`config.mk`:
```
export PLATFORM = sky130hd
export DESIGN_NAME = keypad_scanner
export DESIGN_NICKNAME = d
export VERILOG_FILES = /design/src/rtl/keypad_pkg.sv /design/src/rtl/sync_2ff.sv /design/src/rtl/keypad_scanner.sv
export SDC_FILE = /design/constraint.sdc
export NUM_CORES = 1
export LEC_CHECK = 0
export CORE_ASPECT_RATIO = 1.5
export CORE_MARGIN = 5
export CORE_UTILIZATION = 59
export DETAILED_ROUTE_END_ITERATION = 12
export MAX_ROUTING_LAYER = met4
export PLACE_DENSITY = 0.95
export SLEW_MARGIN = 20
export SYNTH_ARGS = -nofsm -noshare
export SYNTH_HDL_FRONTEND = slang
export SYNTH_SLANG_ARGS = --single-unit
```
`constraint.sdc`:
```
create_clock -name clock -period 7 [get_ports clock]
set_input_delay 1.05 -clock clock [delete_from_list [all_inputs] [get_ports clock]]
set_output_delay 1.05 -clock clock [all_outputs]
set_load 0.02 [all_outputs]
```
`src/rtl/keypad_pkg.sv`:
```
// keypad_pkg: shared types and constants for the 4x4 hex keypad scanner.
//   state_t     - scanner FSM states
//   KEY_W       - bits per hex key code / display digit
//   ROWS, COLS  - keypad matrix dimensions
//   NUM_DIGITS  - digits held in the assembled number (digit counter saturates here)
//   col_decode  - maps an active-low column word to (valid, lowest low column index)
package keypad_pkg;

    typedef enum logic [1:0] {
        SCAN,
        DEBOUNCE,
        HELD
    } state_t;

    localparam int unsigned KEY_W      = 4;
    localparam int unsigned ROWS       = 4;
    localparam int unsigned COLS       = 4;
    localparam int unsigned NUM_DIGITS = 8;
    localparam int unsigned ROW_W      = 2;
    localparam int unsigned COL_W      = 2;

    typedef struct packed {
        logic             valid;
        logic [COL_W-1:0] idx;
    } col_hit_t;

    // Lowest-numbered low column wins when several are pressed together.
    function automatic col_hit_t col_decode(input logic [COLS-1:0] c);
        col_hit_t h;
        h.valid = 1'b0;
        h.idx   = '0;
        for (int unsigned i = 0; i < COLS; i++) begin
            if (!c[i] && !h.valid) begin
                h.valid = 1'b1;
                h.idx   = COL_W'(i);
            end
        end
        return h;
    endfunction

endpackage

```
`src/rtl/sync_2ff.sv`:
```
// sync_2ff: width-parameterised two-flop synchroniser.
// Ports:
//   i_clk   - destination clock
//   i_rst_n - asynchronous active-low reset; both stages load RST_VAL
//   i_d     - asynchronous input
//   o_q     - synchronised output (two clock edges of latency)
module sync_2ff #(
    parameter int unsigned      WIDTH   = 1,
    parameter logic [WIDTH-1:0] RST_VAL = '0
) (
    input  logic             i_clk,
    input  logic             i_rst_n,
    input  logic [WIDTH-1:0] i_d,
    output logic [WIDTH-1:0] o_q
);

    logic [WIDTH-1:0] r_meta;
    logic [WIDTH-1:0] r_q;

    always_ff @(posedge i_clk or negedge i_rst_n) begin
        if (!i_rst_n) begin
            r_meta <= RST_VAL;
            r_q    <= RST_VAL;
        end else begin
            r_meta <= i_d;
            r_q    <= r_meta;
        end
    end

    assign o_q = r_q;

endmodule

```
`src/rtl/keypad_scanner.sv`:
```
// keypad_scanner: scans a 4x4 active-low hex keypad, debounces presses and
// releases, and shifts accepted key codes into a 32-bit number (8 hex digits).
// Ports:
//   clock       - system clock
//   reset       - asynchronous active-low reset
//   col         - keypad columns, active-low, asynchronous to clock
//   clear       - synchronous clear of num and digit_count (FSM untouched)
//   row         - keypad rows, active-low, exactly one low
//   num         - assembled number, newest digit in num[3:0]
//   key_code    - code of the last accepted key (row*4 + col)
//   key_valid   - one-cycle strobe per accepted press
//   digit_count - digits entered since clear, saturating at 8
module keypad_scanner
    import keypad_pkg::*;
#(
    parameter int unsigned SCAN_DIV     = 50000,
    parameter int unsigned DEBOUNCE_CNT = 4
) (
    input  logic        clock,
    input  logic        reset,
    input  logic [3:0]  col,
    input  logic        clear,
    output logic [3:0]  row,
    output logic [31:0] num,
    output logic [3:0]  key_code,
    output logic        key_valid,
    output logic [3:0]  digit_count
);

    localparam int unsigned TMR_W = $clog2(SCAN_DIV);
    localparam int unsigned DB_W  = $clog2(DEBOUNCE_CNT + 1);

    logic [COLS-1:0]  w_col_s;
    col_hit_t         w_hit;
    logic [KEY_W-1:0] w_code;
    logic             w_sample;

    logic [TMR_W-1:0] r_timer;
    state_t           r_state;
    state_t           w_state_nxt;
    logic [ROW_W-1:0] r_row_idx;
    logic [ROW_W-1:0] w_row_idx_nxt;
    logic [ROWS-1:0]  r_row;
    logic [ROWS-1:0]  w_row_nxt;
    logic [KEY_W-1:0] r_cand;
    logic [KEY_W-1:0] w_cand_nxt;
    logic [DB_W-1:0]  r_db_cnt;
    logic [DB_W-1:0]  w_db_cnt_nxt;
    logic             w_accept;

    logic [31:0]      r_num;
    logic [KEY_W-1:0] r_key_code;
    logic             r_key_valid;
    logic [3:0]       r_digits;

    sync_2ff #(
        .WIDTH   (COLS),
        .RST_VAL (4'b1111)
    ) u_col_sync (
        .i_clk   (clock),
        .i_rst_n (reset),
        .i_d     (col),
        .o_q     (w_col_s)
    );

    assign w_hit    = col_decode(w_col_s);
    assign w_code   = {r_row_idx, w_hit.idx};
    assign w_sample = (r_timer == TMR_W'(SCAN_DIV - 1));

    // Free-running sample timer, independent of FSM state.
    always_ff @(posedge clock or negedge reset) begin
        if (!reset) begin
            r_timer <= '0;
        end else if (w_sample) begin
            r_timer <= '0;
        end else begin
            r_timer <= r_timer + 1'b1;
        end
    end

    // r_db_cnt doubles as the press-match count in DEBOUNCE and the
    // release count in HELD; it is zeroed on every transition into HELD/SCAN.
    always_comb begin
        w_state_nxt   = r_state;
        w_row_idx_nxt = r_row_idx;
        w_row_nxt     = r_row;
        w_cand_nxt    = r_cand;
        w_db_cnt_nxt  = r_db_cnt;
        w_accept      = 1'b0;
        if (w_sample) begin
            unique case (r_state)
                SCAN: begin
                    if (!w_hit.valid) begin
                        w_row_idx_nxt = r_row_idx + 1'b1;
                        w_row_nxt     = {r_row[ROWS-2:0], r_row[ROWS-1]};
                    end else begin
                        w_cand_nxt   = w_code;
                        w_db_cnt_nxt = DB_W'(1);
                        w_state_nxt  = DEBOUNCE;
                    end
                end
                DEBOUNCE: begin
                    if (w_hit.valid && (w_code == r_cand)) begin
                        if (r_db_cnt == DB_W'(DEBOUNCE_CNT - 1)) begin
                            w_accept     = 1'b1;
                            w_db_cnt_nxt = '0;
                            w_state_nxt  = HELD;
                        end else begin
                            w_db_cnt_nxt = r_db_cnt + 1'b1;
                        end
                    end else begin
                        w_row_idx_nxt = r_row_idx + 1'b1;
                        w_row_nxt     = {r_row[ROWS-2:0], r_row[ROWS-1]};
                        w_db_cnt_nxt  = '0;
                        w_state_nxt   = SCAN;
                    end
                end
                HELD: begin
                    if (!w_hit.valid) begin
                        if (r_db_cnt == DB_W'(DEBOUNCE_CNT - 1)) begin
                            w_row_idx_nxt = r_row_idx + 1'b1;
                            w_row_nxt     = {r_row[ROWS-2:0], r_row[ROWS-1]};
                            w_db_cnt_nxt  = '0;
                            w_state_nxt   = SCAN;
                        end else begin
                            w_db_cnt_nxt = r_db_cnt + 1'b1;
                        end
                    end else begin
                        w_db_cnt_nxt = '0;
                    end
                end
                default: begin
                    w_state_nxt = SCAN;
                end
            endcase
        end
    end

    always_ff @(posedge clock or negedge reset) begin
        if (!reset) begin
            r_state   <= SCAN;
            r_row_idx <= '0;
            r_row     <= 4'b1110;
            r_cand    <= '0;
            r_db_cnt  <= '0;
        end else begin
            r_state   <= w_state_nxt;
            r_row_idx <= w_row_idx_nxt;
            r_row     <= w_row_nxt;
            r_cand    <= w_cand_nxt;
            r_db_cnt  <= w_db_cnt_nxt;
        end
    end

    // clear beats a coincident accept for num/digit_count, but the strobe
    // and key_code still report the key.
    always_ff @(posedge clock or negedge reset) begin
        if (!reset) begin
            r_num       <= '0;
            r_key_code  <= '0;
            r_key_valid <= 1'b0;
            r_digits    <= '0;
        end else begin
            r_key_valid <= w_accept;
            if (w_accept) begin
                r_key_code <= r_cand;
            end
            if (clear) begin
                r_num    <= '0;
                r_digits <= '0;
            end else if (w_accept) begin
                r_num <= {r_num[31-KEY_W:0], r_cand};
                if (r_digits != 4'(NUM_DIGITS)) begin
                    r_digits <= r_digits + 1'b1;
                end
            end
        end
    end

    assign row         = r_row;
    assign num         = r_num;
    assign key_code    = r_key_code;
    assign key_valid   = r_key_valid;
    assign digit_count = r_digits;

endmodule

```
==> summary.txt <==
Outcome
  – Status: finished clean

Logic synthesis
  – Most frequent cells after synthesis: 69 x dfrtp_1, 38 x nand2b_1, 33 x mux2i_1
  – Synth warnings: 0
  – Synth Net Count: 324
  – Most frequent cell after synthesis: dfrtp_1
  – Gate Count Post-Synth: 309
  – Number of synthesized flops with an enable pin: 0
  – Area share of the largest cell type after synthesis: 46.4%
  – Synth area leader: dfrtp_1
  – Synth Flop Type: dfrtp_1
  – Mapped Avg Cell Area: 12.0 sq um
  – Async SR Flop Fraction: 100%
  – Count of state elements after synthesis: 80
  – Sequential area share after synthesis: 54.2%
  – Unique masters post-synth: 45
  – Mapped cell area: 0.00372 sq mm
  – Largest cells by area after synthesis: dfrtp_1 46%, mux2i_1 8.9%, dfstp_2 7.8%, nand2b_1 6.4%, mux2_1 2.7%

Clock tree
  – H-tree depth: 3
  – # Post-CTS Setup Buffers: 0
  – CTS buffer count: 9
  – Worst skew pair latency: 0.35 ns
  – Resize count post-CTS: 0
  – Clk pin slew, worst setup/hold paths: 0.08 ns
  – Clk sinks: 80
  – TritonCTS clock tree: done
  – Clk buf depth: 2
  – Hold Buf Count CTS: 0
  – CTS root buf: clkbuf_8

Worst setup path
  – Crit-path cells: or4b_4, nor4_4, nand2_1, nor3_4, buf_4, mux2_1
  – Critical path capture point type: register
  – WP buf/inv: 1
  – Critical-path top delay cell: or4b_4
  – Critical Path Source Type: register
  – Worst EP required: 7.23 ns
  – Worst stage delay on the critical path: 0.56 ns
  – CP delay by family, top: simple AND/OR/NAND/NOR gates
  – Worst Setup Path Type: reg2reg
  – CP max FO: 36
  – Worst path arrival time: 3.01 ns

Power and ir drop
  – P_int: 0.647 mW
  – Logic pwr share: 2.6%
  – Clock power share: 40.7%
  – Sequential Power Share: 56.6%
  – Lkg Pwr: 1.89 nW
  – Power Density: 186 mW/mm^2
  – Sw Ratio: 21.6%
  – VDD IR max: 250 uV
  – P_sw: 0.179 mW

Die
  – FP Rows: 35
  – Die H: 107 um
  – # IOs: 52
  – Die Area: 0.00803 sq mm
  – Starting Density: 60.7%
  – Die X: 74.8 um
  – Core Box Area: 0.00613 sq mm

Drt
  – 1st-iter DRT viols: 181
  – Routed vias: 2517
  – Routed wire per std cell: 16.3 um
  – Remaining antenna violation count after routing: 0
  – DRT Wirelength: 7190 um
  – Via density per instance: 5.72
  – 1st-pass router iterations: 4
  – DRC: 0

Placed design
  – HPWL after DPL: 5080 um
  – Dpl cells: 424
  – RD Place Congestion: 0.943
  – Port Buf Inserts: 51

Timing
  – RSZ-0062 raised after global routing: no
  – Max_slew headroom: 35.7%
  – Setup_tns: 0 ns
  – Slew Viols, Final: 0
  – Tmin final: 2.78 ns
  – Fin Clk Skew: 0.0119 ns
  – Hold Vio Cnt, Final: 0
  – Final period util: 39.7%
  – Max Fclk: 0.360 GHz
  – Actual slew at the worst max-slew pin: 0.965 ns
  – Final setup viols: 0

GRT
  – Vias in the first global route: 2601
  – First-pass GRT wire length: 12300 um
  – Total track usage: 20.3%
  – Largest net degree at the start of global routing: 81
  – GRT overflow: 0
  – Initial antenna violation count: 0

Worst hold path
  – Hold Path Class: reg2reg

Cells and area
  – Non-Filler Instances: 440
  – Nets: 376
  – Ant. Diodes: 0
  – Final core area utilization: 72.3%
  – Share of layout cells above drive strength 1: 10.7%
  – Area grow syn2layout: 19.2%

Flow run
  – Max cap viols: 0
## per-layer routing
layer	share of wire (%)	global-route usage, %
met1	38	23.4
met2	55	33.5
met3	5.3	4.95
met4	2.0	7.63
met5	0	-
## area by class of cell
cell class                      count  area [sq um]
Clock buffer                       11           141
Clock inverter                      5          56.3
Fill cell                         413          1700
Inverter                            6          22.5
Multi-Input combinational cell    211          1590
Sequential cell                    80          2020
Tap cell                           74          92.6
Timing Repair Buffer               53           518
## worst register-to-register path, cell delays in order, from the launching register on
cell     delay [ns]
dfrtp_1        0.43
or4b_4         0.56
nor4_4         0.43
nand2_1        0.19
nor3_4         0.14
buf_4          0.50
mux2_1         0.40
## per-stage QoR
| stage | hold slack (ns) | area (sq um) | setup WS, ns | total power [mW] |
|---|---|---|---|---|
| 2_1_floorplan | 0.345 | 3720 | 4.79 | 0.485 |
| 3_3_place_gp | 0.346 | 4240 | 4.24 | 0.498 |
| 3_5_place_dp | 0.347 | 4240 | 4.24 | 0.499 |
| 4_1_cts | 0.358 | 4440 | 4.22 | 0.832 |
| 5_1_grt | 0.360 | 4430 | 4.03 | 0.859 |
| 6_report | 0.356 | 4430 | 4.22 | 0.826 |
## flip-flops by register name (all words and copies together), names as in the netlist
signal / count
num: 32
u_col_sync.r_meta: 4
r_state: 2
digit_count: 4
key_code: 4
r_row_idx: 2
r_db_cnt: 3
r_cand: 4
r_timer: 16
key_valid: 1
row: 4
u_col_sync.o_q: 4
## path summary, 6_finish.rpt
| path | from | to | slack (ns) | depth (start not counted) |
|---|---|---|---|---|
| min in group asynchronous | reset | num[31]$_DFFE_PN0P_ | 0.85 | 1 |
| setup reg to reg | r_timer[11]$_DFF_PN0_ | key_code[2]$_DFFE_PN0P_ | 4.22 | 6 |
| max in group asynchronous | reset | r_timer[12]$_DFF_PN0_ | 5.53 | 1 |
| hold reg to reg | u_col_sync.r_meta[0]$_DFF_PN1_ | u_col_sync.o_q[0]$_DFF_PN1_ | 0.36 | 0 |
| setup / recovery | r_timer[11]$_DFF_PN0_ | key_code[2]$_DFFE_PN0P_ | 4.22 | 6 |
| hold / removal | u_col_sync.r_meta[0]$_DFF_PN1_ | u_col_sync.o_q[0]$_DFF_PN1_ | 0.36 | 0 |
## kinds of logic (layout without fill, tap and decap cells)
logic type / count (synthesis) / after routing / synth area share (%)
buffers and inverters: 18 / 75 / 3.33
adders and majority gates: 8 / 8 / 2.69
DFF: 80 / 80 / 54.2
muxes: 45 / 45 / 12.5
xor gates and xnor gates: 20 / 20 / 4.71
and+or+nand+nor: 113 / 113 / 18.3
AOI/OAI and AO/OA: 25 / 25 / 4.27
## power by group through the flow
stage          Combinational, mW  Sequential (mW)  Clock, mW
2_1_floorplan            0.00870            0.476          0
3_3_place_gp              0.0223            0.476          0
3_5_place_dp              0.0229            0.476          0
4_1_cts                   0.0228            0.467      0.342
5_1_grt                   0.0248            0.468      0.367
6_report                  0.0218            0.467      0.336
## placed cells by master (no fill, tap or decap), types with 2 or more instances in the layout
master           netlist  layout
buf_4                  0       3
a31oi_1                4       4
ha_1                   8       8
and3_1                 5       5
mux2_2                 3       3
nand2_1               14      14
a21oi_1                6       6
or4bb_1                2       2
clkbuf_8               0      10
mux2i_1               33      33
o31ai_1                3       3
inv_1                  6       6
clkdlybuf4s50_1        0      49
nor2b_1                3       3
and2_1                 2       2
nor3_1                 2       2
dfrtp_1               69      69
nand2b_1              38      38
nand3b_1               2       2
clkinv_2               0       2
nor2_1                14      14
nor4_1                 3       3
dfstp_2               11      11
nand4b_1               2       2
xor2_1                10      10
nand3_1               11      11
xnor2_1               10      10
nand4_1                7       7
mux2_1                 9       9
o21ai_0                5       5
No activity file was read; power rests on OpenSTA's default activity.
